==> config.mk <==
export PLATFORM = sky130hd
export DESIGN_NAME = dp_1024x32_fifo_ctrl
export DESIGN_NICKNAME = d
export VERILOG_FILES = /design/src/rtl/dp_1024x32_fifo_ctrl.sv
export SDC_FILE = /design/constraint.sdc
export NUM_CORES = 1
export LEC_CHECK = 0
export CAP_MARGIN = 20
export CORE_MARGIN = 3
export CORE_UTILIZATION = 51
export DETAILED_ROUTE_END_ITERATION = 10
export PLACE_DENSITY = 0.87
export SETUP_SLACK_MARGIN = 0.15
export SLEW_MARGIN = 30
export SYNTH_ARGS = -nofsm -noshare
export SYNTH_HDL_FRONTEND = slang
export SYNTH_SLANG_ARGS = --single-unit
==> constraint.sdc <==
create_clock -name Clock -period 8.5 [get_ports Clock]
set_input_delay 0.85 -clock Clock [delete_from_list [all_inputs] [get_ports Clock]]
set_output_delay 0.85 -clock Clock [all_outputs]
set_load 0.005 [all_outputs]
==> src/rtl/dp_1024x32_fifo_ctrl.sv <==
// Streaming FIFO controller wrapped around a dual-port EBR with per-byte parity side bits.
// Prefetches RAM words into a 2-entry output buffer so the consumer sees 1 word/cycle.
module dp_1024x32_fifo_ctrl #(
    parameter int unsigned AddrWidth = 10,
    parameter int unsigned DataWidth = 32,
    parameter int unsigned ParWidth  = 4
) (
    input  logic                 Clock,
    input  logic                 ResetN,
    input  logic [DataWidth-1:0] InData,
    input  logic                 InValid,
    output logic                 InReady,
    output logic [DataWidth-1:0] OutData,
    output logic                 OutErr,
    output logic                 OutValid,
    input  logic                 OutReady,
    output logic [AddrWidth+1:0] Level,
    output logic                 ErrSticky,
    output logic [AddrWidth-1:0] WrAddress,
    output logic [DataWidth-1:0] Data,
    output logic [ParWidth-1:0]  EDI,
    output logic                 WrEn,
    output logic [AddrWidth-1:0] RdAddress,
    output logic                 RdEn,
    input  logic [DataWidth-1:0] Q,
    input  logic [ParWidth-1:0]  EDO
);

    localparam int unsigned Depth = 2 ** AddrWidth;
    localparam int unsigned CntW  = AddrWidth + 1;
    localparam int unsigned LvlW  = AddrWidth + 2;
    localparam int unsigned EntW  = DataWidth + 1;

    logic [AddrWidth-1:0] wr_ptr;
    logic [AddrWidth-1:0] rd_ptr;
    logic [CntW-1:0]      ram_words;
    logic                 inflight;
    logic [1:0]           occ;
    logic [EntW-1:0]      buf0;
    logic [EntW-1:0]      buf1;

    logic                 push_c;
    logic                 pop_c;
    logic                 rd_en_c;
    logic [2:0]           slots_c;
    logic                 load_err_c;
    logic [1:0]           occ_n;
    logic [EntW-1:0]      buf0_n;
    logic [EntW-1:0]      buf1_n;

    // Handshakes and RAM port drive
    assign InReady   = ResetN & (ram_words < CntW'(Depth));
    assign OutValid  = (occ != 2'd0);
    assign OutData   = buf0[DataWidth-1:0];
    assign OutErr    = buf0[DataWidth];
    assign push_c    = InValid & InReady;
    assign pop_c     = OutValid & OutReady;
    assign slots_c   = 3'(occ) + 3'(inflight) - 3'(pop_c);
    assign rd_en_c   = (ram_words != CntW'(0)) & (slots_c < 3'd2);

    assign WrEn      = push_c;
    assign Data      = InData;
    assign WrAddress = wr_ptr;
    assign RdEn      = rd_en_c;
    assign RdAddress = rd_ptr;
    assign Level     = LvlW'(ram_words) + LvlW'(inflight) + LvlW'(occ);

    // Even parity per byte on the write side
    always_comb begin
        EDI = '0;
        for (int unsigned i = 0; i < ParWidth; i++) begin
            EDI[i] = ^InData[8*i +: 8];
        end
    end

    // Parity check of the word returning from the RAM
    always_comb begin
        load_err_c = 1'b0;
        for (int unsigned i = 0; i < ParWidth; i++) begin
            load_err_c = load_err_c | ((^Q[8*i +: 8]) ^ EDO[i]);
        end
    end

    // Output buffer: pop shifts entry 1 to head, then a returning word fills the first free slot
    always_comb begin
        occ_n  = occ;
        buf0_n = buf0;
        buf1_n = buf1;
        if (pop_c) begin
            buf0_n = buf1;
            occ_n  = occ - 2'd1;
        end
        if (inflight) begin
            if (occ_n == 2'd0) begin
                buf0_n = {load_err_c, Q};
            end else begin
                buf1_n = {load_err_c, Q};
            end
            occ_n = occ_n + 2'd1;
        end
    end

    always_ff @(posedge Clock or negedge ResetN) begin
        if (!ResetN) begin
            wr_ptr    <= '0;
            rd_ptr    <= '0;
            ram_words <= '0;
            inflight  <= 1'b0;
            occ       <= 2'd0;
            buf0      <= '0;
            buf1      <= '0;
            ErrSticky <= 1'b0;
        end else begin
            if (push_c) begin
                wr_ptr <= wr_ptr + AddrWidth'(1);
            end
            if (rd_en_c) begin
                rd_ptr <= rd_ptr + AddrWidth'(1);
            end
            if (push_c && !rd_en_c) begin
                ram_words <= ram_words + CntW'(1);
            end else if (!push_c && rd_en_c) begin
                ram_words <= ram_words - CntW'(1);
            end
            inflight <= rd_en_c;
            occ      <= occ_n;
            buf0     <= buf0_n;
            buf1     <= buf1_n;
            if (inflight && load_err_c) begin
                ErrSticky <= 1'b1;
            end
        end
    end

endmodule

Word-level counts from Yosys, hierarchy flattened
Cells that the tools add are included.
- $add $sub $neg: 10
- $mul: 0
- div/mod/pow operators: 0
- $lt $le $gt $ge: 2
- equality and inequality tests: 0
- shifts and indexed selects: 0
- mux-type cells: 7
- bitwise operators: 12
- reductions and logical operators: 18
- operators with widths (kind ; count):
    $mux W33 ; 3
    $reduce_xor A8 Y1 ; 8
    $mux W11 ; 2
    $add A10 B1 Y10 const B ; 2
    $add A11 B1 Y12 ; 1
    $add A12 B2 Y12 ; 1
    $add A11 B1 Y11 const B ; 1
    $lt A11 B11 Y1 const B ; 1
    $reduce_bool A11 Y1 ; 1
    $sub A11 B1 Y11 const B ; 1
    $and A1 B1 Y1 ; 4
    $mux W2 ; 2
    $reduce_bool A2 Y1 ; 2
    $xor A1 B1 Y1 ; 4
    $add A2 B1 Y3 ; 1
    $logic_and A1 B1 Y1 ; 3
    $lt A3 B2 Y1 const B ; 1
    $or A1 B1 Y1 ; 3
    $sub A3 B1 Y3 ; 1
    $add A2 B1 Y2 const B ; 1
    $logic_not A1 Y1 ; 2
    $logic_not A2 Y1 ; 1
    $reduce_and A2 Y1 ; 1
    $sub A2 B1 Y2 const B ; 1
    $not A1 Y1 ; 1
- bits in registers: 101
- bits in latches: 0
- RAM bits: 0
- ROM bits: 0
- output and inout port bits: 106
- memories: 0

Longest topological paths before layout
- depth in word-level cells: 8
- gate-level depth with buffers: 24
- gate-level depth less buffers: 23

Worst setup path after synthesis
OpenSTA, ideal clock, no wires.
- path kind: input to register
- start point: input port OutReady
- end point: register ram_words[8]
- library setup time: 0.136 ns
- data arrival time: 4.427 ns
- slack: 3.937 ns
- stages on the path: 21
- path through: nand2_1 -> buf_2 -> inv_2 -> ha_1 -> inv_1 -> ha_1 -> inv_1 -> fa_1 -> xnor2_1 -> nand2_1 -> a31oi_4 -> inv_2 -> ha_1 -> inv_1 -> ha_1 -> nor2b_1 -> o21ai_1 -> a21oi_1 -> o211ai_1 -> nor3b_1 -> o31ai_1
- cells in the longest elaborated chain, start to end: 7
- elaborated cells on any way between the ends: 9
- classes of those cells: add/sub (1); order compare (1); mux (1); bitwise (2); reduce/logical (4)
- RTL lines (item ; RTL line ; source):
    start: declaration ; 16 ; input logic OutReady,
    $and A1 B1 Y1 (*) ; 57 ; assign pop_c = OutValid & OutReady;
    $sub A3 B1 Y3 (*) ; 58 ; assign slots_c = 3'(occ) + 3'(inflight) - 3'(pop_c);
    $lt A3 B2 Y1 (*) ; 59 ; assign rd_en_c = (ram_words != CntW'(0)) & (slots_c < 3'd2);
    $and A1 B1 Y1 (*) ; 59 ;
    named net RdEn ; 24 ; output logic RdEn,
    $logic_not A1 Y1 ; 120 ; if (push_c && !rd_en_c) begin
    $logic_and A1 B1 Y1 ; 120 ;
    $mux W11 / $reduce_bool A2 Y1 (equally long branches) ; -- ;
    end signal: assignment ; 121 ; ram_words <= ram_words + CntW'(1);
    end signal: assignment ; 123 ; ram_words <= ram_words - CntW'(1);
    end: declaration ; 36 ; logic [CntW-1:0] ram_words;
Mark *: on every way through the listed nets, which the timed path passes. The rest lies on a longest branch.
A chain may end at the register's enable or synchronous reset.

Worst setup path after layout
- start point: input port OutReady
- end point: register ram_words[8]
- cells in the longest elaborated chain, start to end: 7
- elaborated cells on any way between the ends: 9
- classes of those cells: add/sub (1); order compare (1); mux (1); bitwise (2); reduce/logical (4)
- RTL lines (item ; RTL line):
    $and A1 B1 Y1 (*) ; 57
    $sub A3 B1 Y3 (*) ; 58
    $lt A3 B2 Y1 (*) ; 59
    $and A1 B1 Y1 (*) ; 59
    $logic_not A1 Y1 ; 120
    $logic_and A1 B1 Y1 ; 120
    $mux W11 / $reduce_bool A2 Y1 (equally long branches) ; --
Mark *: on every way between the ends. The rest lies on a longest branch, timed or not.

==> results.json <==
{
  "skew_ps": 18.0,
  "cts_buffers": 9,
  "num_antenna_cells": 0,
  "cts_sinks": 101,
  "critPathMostFrequentCell": "ha_1",
  "min_path_type": "in2async",
  "wl_um": 12800,
  "seqCellArea_um2": 2530,
  "cp.arrival_ps": 5320,
  "final_cell_count_no_fill": 801,
  "clockBufferDepth": 2,
  "antenna_found_initial": 0,
  "grt_max_degree": 67,
  "crit_type": "in2reg",
  "synth_fa_ha_area_share_pct": 5.37,
  "reg2reg_from": "occ[1]",
  "grt_pass1_wl_um": 21500,
  "yosys_register_bits": 101,
  "power.density_nw_per_um2": 354,
  "fillers": 733,
  "start_kind": "input port",
  "finalCriticalPeriod_ps": 5090,
  "cts.repair.resized": 0,
  "fp.dieArea_um2": 12400,
  "avgSynthCellArea_um2": 11.0,
  "tns_ps": 0,
  "reg2reg_slack_ps": 3540,
  "ant_nets": 0,
  "rsz0062_at_grt": "false",
  "wire_per_inst_um": 15.9,
  "synthTopCellsByArea": "dfrtp_1, xnor2_1, mux2_1",
  "cp-end-kind": "register",
  "first_pass_iters": 4,
  "vias_per_cell": 5.22,
  "finalCritPeriodShare_pct": 59.9,
  "synth_top_family_by_area": "XOR/XNOR gates",
  "row_count": 37,
  "synthSimpleGateAreaFrac_pct": 8.44,
  "peakVddDrop_mv": 0.396,
  "drc": 0,
  "synth_top_area_share_pct": 44.5,
  "cts_tree": "built",
  "drv_slew": 0,
  "path_delay_family": "buffers and inverters",
  "synth_mux_area_share_pct": 13.2,
  "clock.fmax_mhz": 196,
  "cts-root-buf": "clkbuf_8",
  "ys_warn_count": 0,
  "final_layout_size_suffix_gt1_share_pct": 5.26,
  "grt_pass1_vias": 4495,
  "synth_edf_count": 0,
  "areaGrowthSynthToFinish_pct": 33.7,
  "ys_seq_area_share_pct": 44.5,
  "grt.overflow.total": 0,
  "placedCellCount": 785,
  "hpwl_um": 9820,
  "multi_input_area_um2": 2800,
  "synth.distinct_cells": 38,
  "synth_compound_area_share_pct": 6.83,
  "fp.dieH_um": 112,
  "synth_area_um2": 5680,
  "slew_headroom_pct": 51.5,
  "synth_cells": 517,
  "setup_violations": 0,
  "slowest_stage": "buf_4",
  "p_leak_nw": 3.26,
  "ys.flop_type": "dfrtp_1",
  "drtIter0Drc": 142,
  "rr_endpoint": "ram_words[8]",
  "utilization_pct": 72.0,
  "fp.dieW_um": 112,
  "clk_pin_slew_worst_paths_ps": 110,
  "routabilityCongestion": 0.807,
  "final_net_count": 754,
  "core-area_um2": 10600,
  "required_ps": 8730,
  "async_flop_share_pct": 100,
  "critical_path.cell_chain": "clkdlybuf4s50_1, nand2_2, buf_4, inv_2, ha_1, inv_1, ha_1, inv_1, fa_1, xnor2_1, nand2_1, a31oi_4, inv_2, ha_1, inv_1, ha_1, nor2b_1, o21ai_1, a21oi_1, o211ai_1, nor3b_1, o31ai_1",
  "via_count": 4185,
  "hold_buffers": 0,
  "reg2reg_depth": 24,
  "io_pins": 178,
  "hold_violations": 0,
  "grt_use_total_pct": 20.8,
  "clk-insertion-delay-late_ps": 360,
  "port_buffers": 177,
  "cp_max_fo": 36,
  "postCtsSetupRepairBufs": 0,
  "cp_slowest_stage_delay_ps": 510,
  "synthXorXnorAreaFrac_pct": 15.2,
  "path_buf_inv": 7,
  "start_util_pct": 53.8,
  "yosys.area.top_type": "dfrtp_1",
  "status": "finished clean",
  "worstMarginPinSlew_ps": 727,
  "h-tree-depth": 3,
  "synth.net_count": 611,
  "cap_violations": 0,
  "timing.hold.ws_ps": 450
}
==> cell usage after synthesis, types with 2 or more instances <==
cell	instances
inv_2	4
and3_1	7
ha_1	18
mux2_1	32
nor3_1	4
o211ai_1	3
nor2b_1	3
buf_4	32
nor4_2	2
mux2_2	3
o21ai_1	28
clkbuf_1	8
xnor3_1	4
fa_1	4
nand2_1	57
mux2i_1	34
inv_1	11
o21ai_0	14
nand3_1	12
nor2_1	6
xnor2_1	66
a21o_1	8
a21oi_1	7
and4_1	2
and2_1	3
buf_2	8
nand4_1	5
dfrtp_1	101
xor2_1	22
==> worst max path at each step <==
stage,start,depth (start not counted),endpoint,slack [ps]
4_1_cts,OutReady,22,ram_words[8],3420
6_report,OutReady,22,ram_words[8],3410
3_3_place_gp,OutReady,22,ram_words[8],3200
5_1_grt,OutReady,22,ram_words[8],2920
2_1_floorplan,OutReady,21,ram_words[8],3940
3_5_place_dp,OutReady,22,ram_words[8],3040
==> final cells by class <==
class | instances | area share (%)
clock inverters | 6 | 1.07
well taps | 136 | 2.24
clock buffers | 10 | 1.81
inverters | 15 | 0.741
multi-input cells | 352 | 36.8
flip-flops and latches | 101 | 33.3
repair buffers | 181 | 24.1
==> registers in the layout (all words and copies together), names as in the netlist <==
signal	cells
occ	2
WrAddress	10
RdAddress	10
ErrSticky	1
buf0	33
buf1	33
inflight	1
ram_words	11
==> power by group <==
group	switching (mW)	leakage [nW]	internal [mW]
registers	0.187	1.21	0.714
logic	0.657	1.94	0.808
clock network	0.171	0.110	0.149
==> through the flow <==
| step | power (mW) | setup WS (ps) | cell area (um^2) |
|---|---|---|---|
| 3_3_place_gp | 2.28 | 3200 | 7330 |
| 3_5_place_dp | 2.38 | 3040 | 7380 |
| 4_1_cts | 2.71 | 3420 | 7590 |
| 6_report | 2.69 | 3410 | 7590 |
| 5_1_grt | 2.90 | 2920 | 7590 |
| 2_1_floorplan | 1.75 | 3940 | 5680 |
==> cell usage in the layout, fill, tap and decap left out, types with 4 or more instances in the layout <==
cell,netlist,routed
clkdlybuf4s50_1,0,176
a21o_1,8,8
ha_1,18,18
o21ai_1,28,28
clkbuf_8,0,10
inv_1,11,11
nand2_1,57,56
dfrtp_1,101,101
o21ai_0,14,14
xor2_1,22,22
and3_1,7,7
a21oi_1,7,7
nor3_1,4,4
mux2i_1,34,34
fa_1,4,4
nand3_1,12,12
xnor2_1,66,66
nand4_1,5,5
nor2_1,6,5
xnor3_1,4,4
inv_2,4,4
mux2_1,32,32
==> cells by family (layout without fill, tap and decap cells) <==
| kind of cell | count (synthesis) | count (layout) |
|---|---|---|
| simple gates | 102 | 102 |
| compound gates | 66 | 66 |
| mux | 70 | 70 |
| flops | 101 | 101 |
| fa+ha+maj | 22 | 22 |
| buf+inv | 64 | 212 |
| xor+xnor | 92 | 92 |
==> metal layers <==
layer	track usage (%)	wire, um
met5	0	0
met4	4.70	129
met3	4.62	705
met2	37.3	6460
met1	25.7	5460
(Power assumes the default switching activity.)
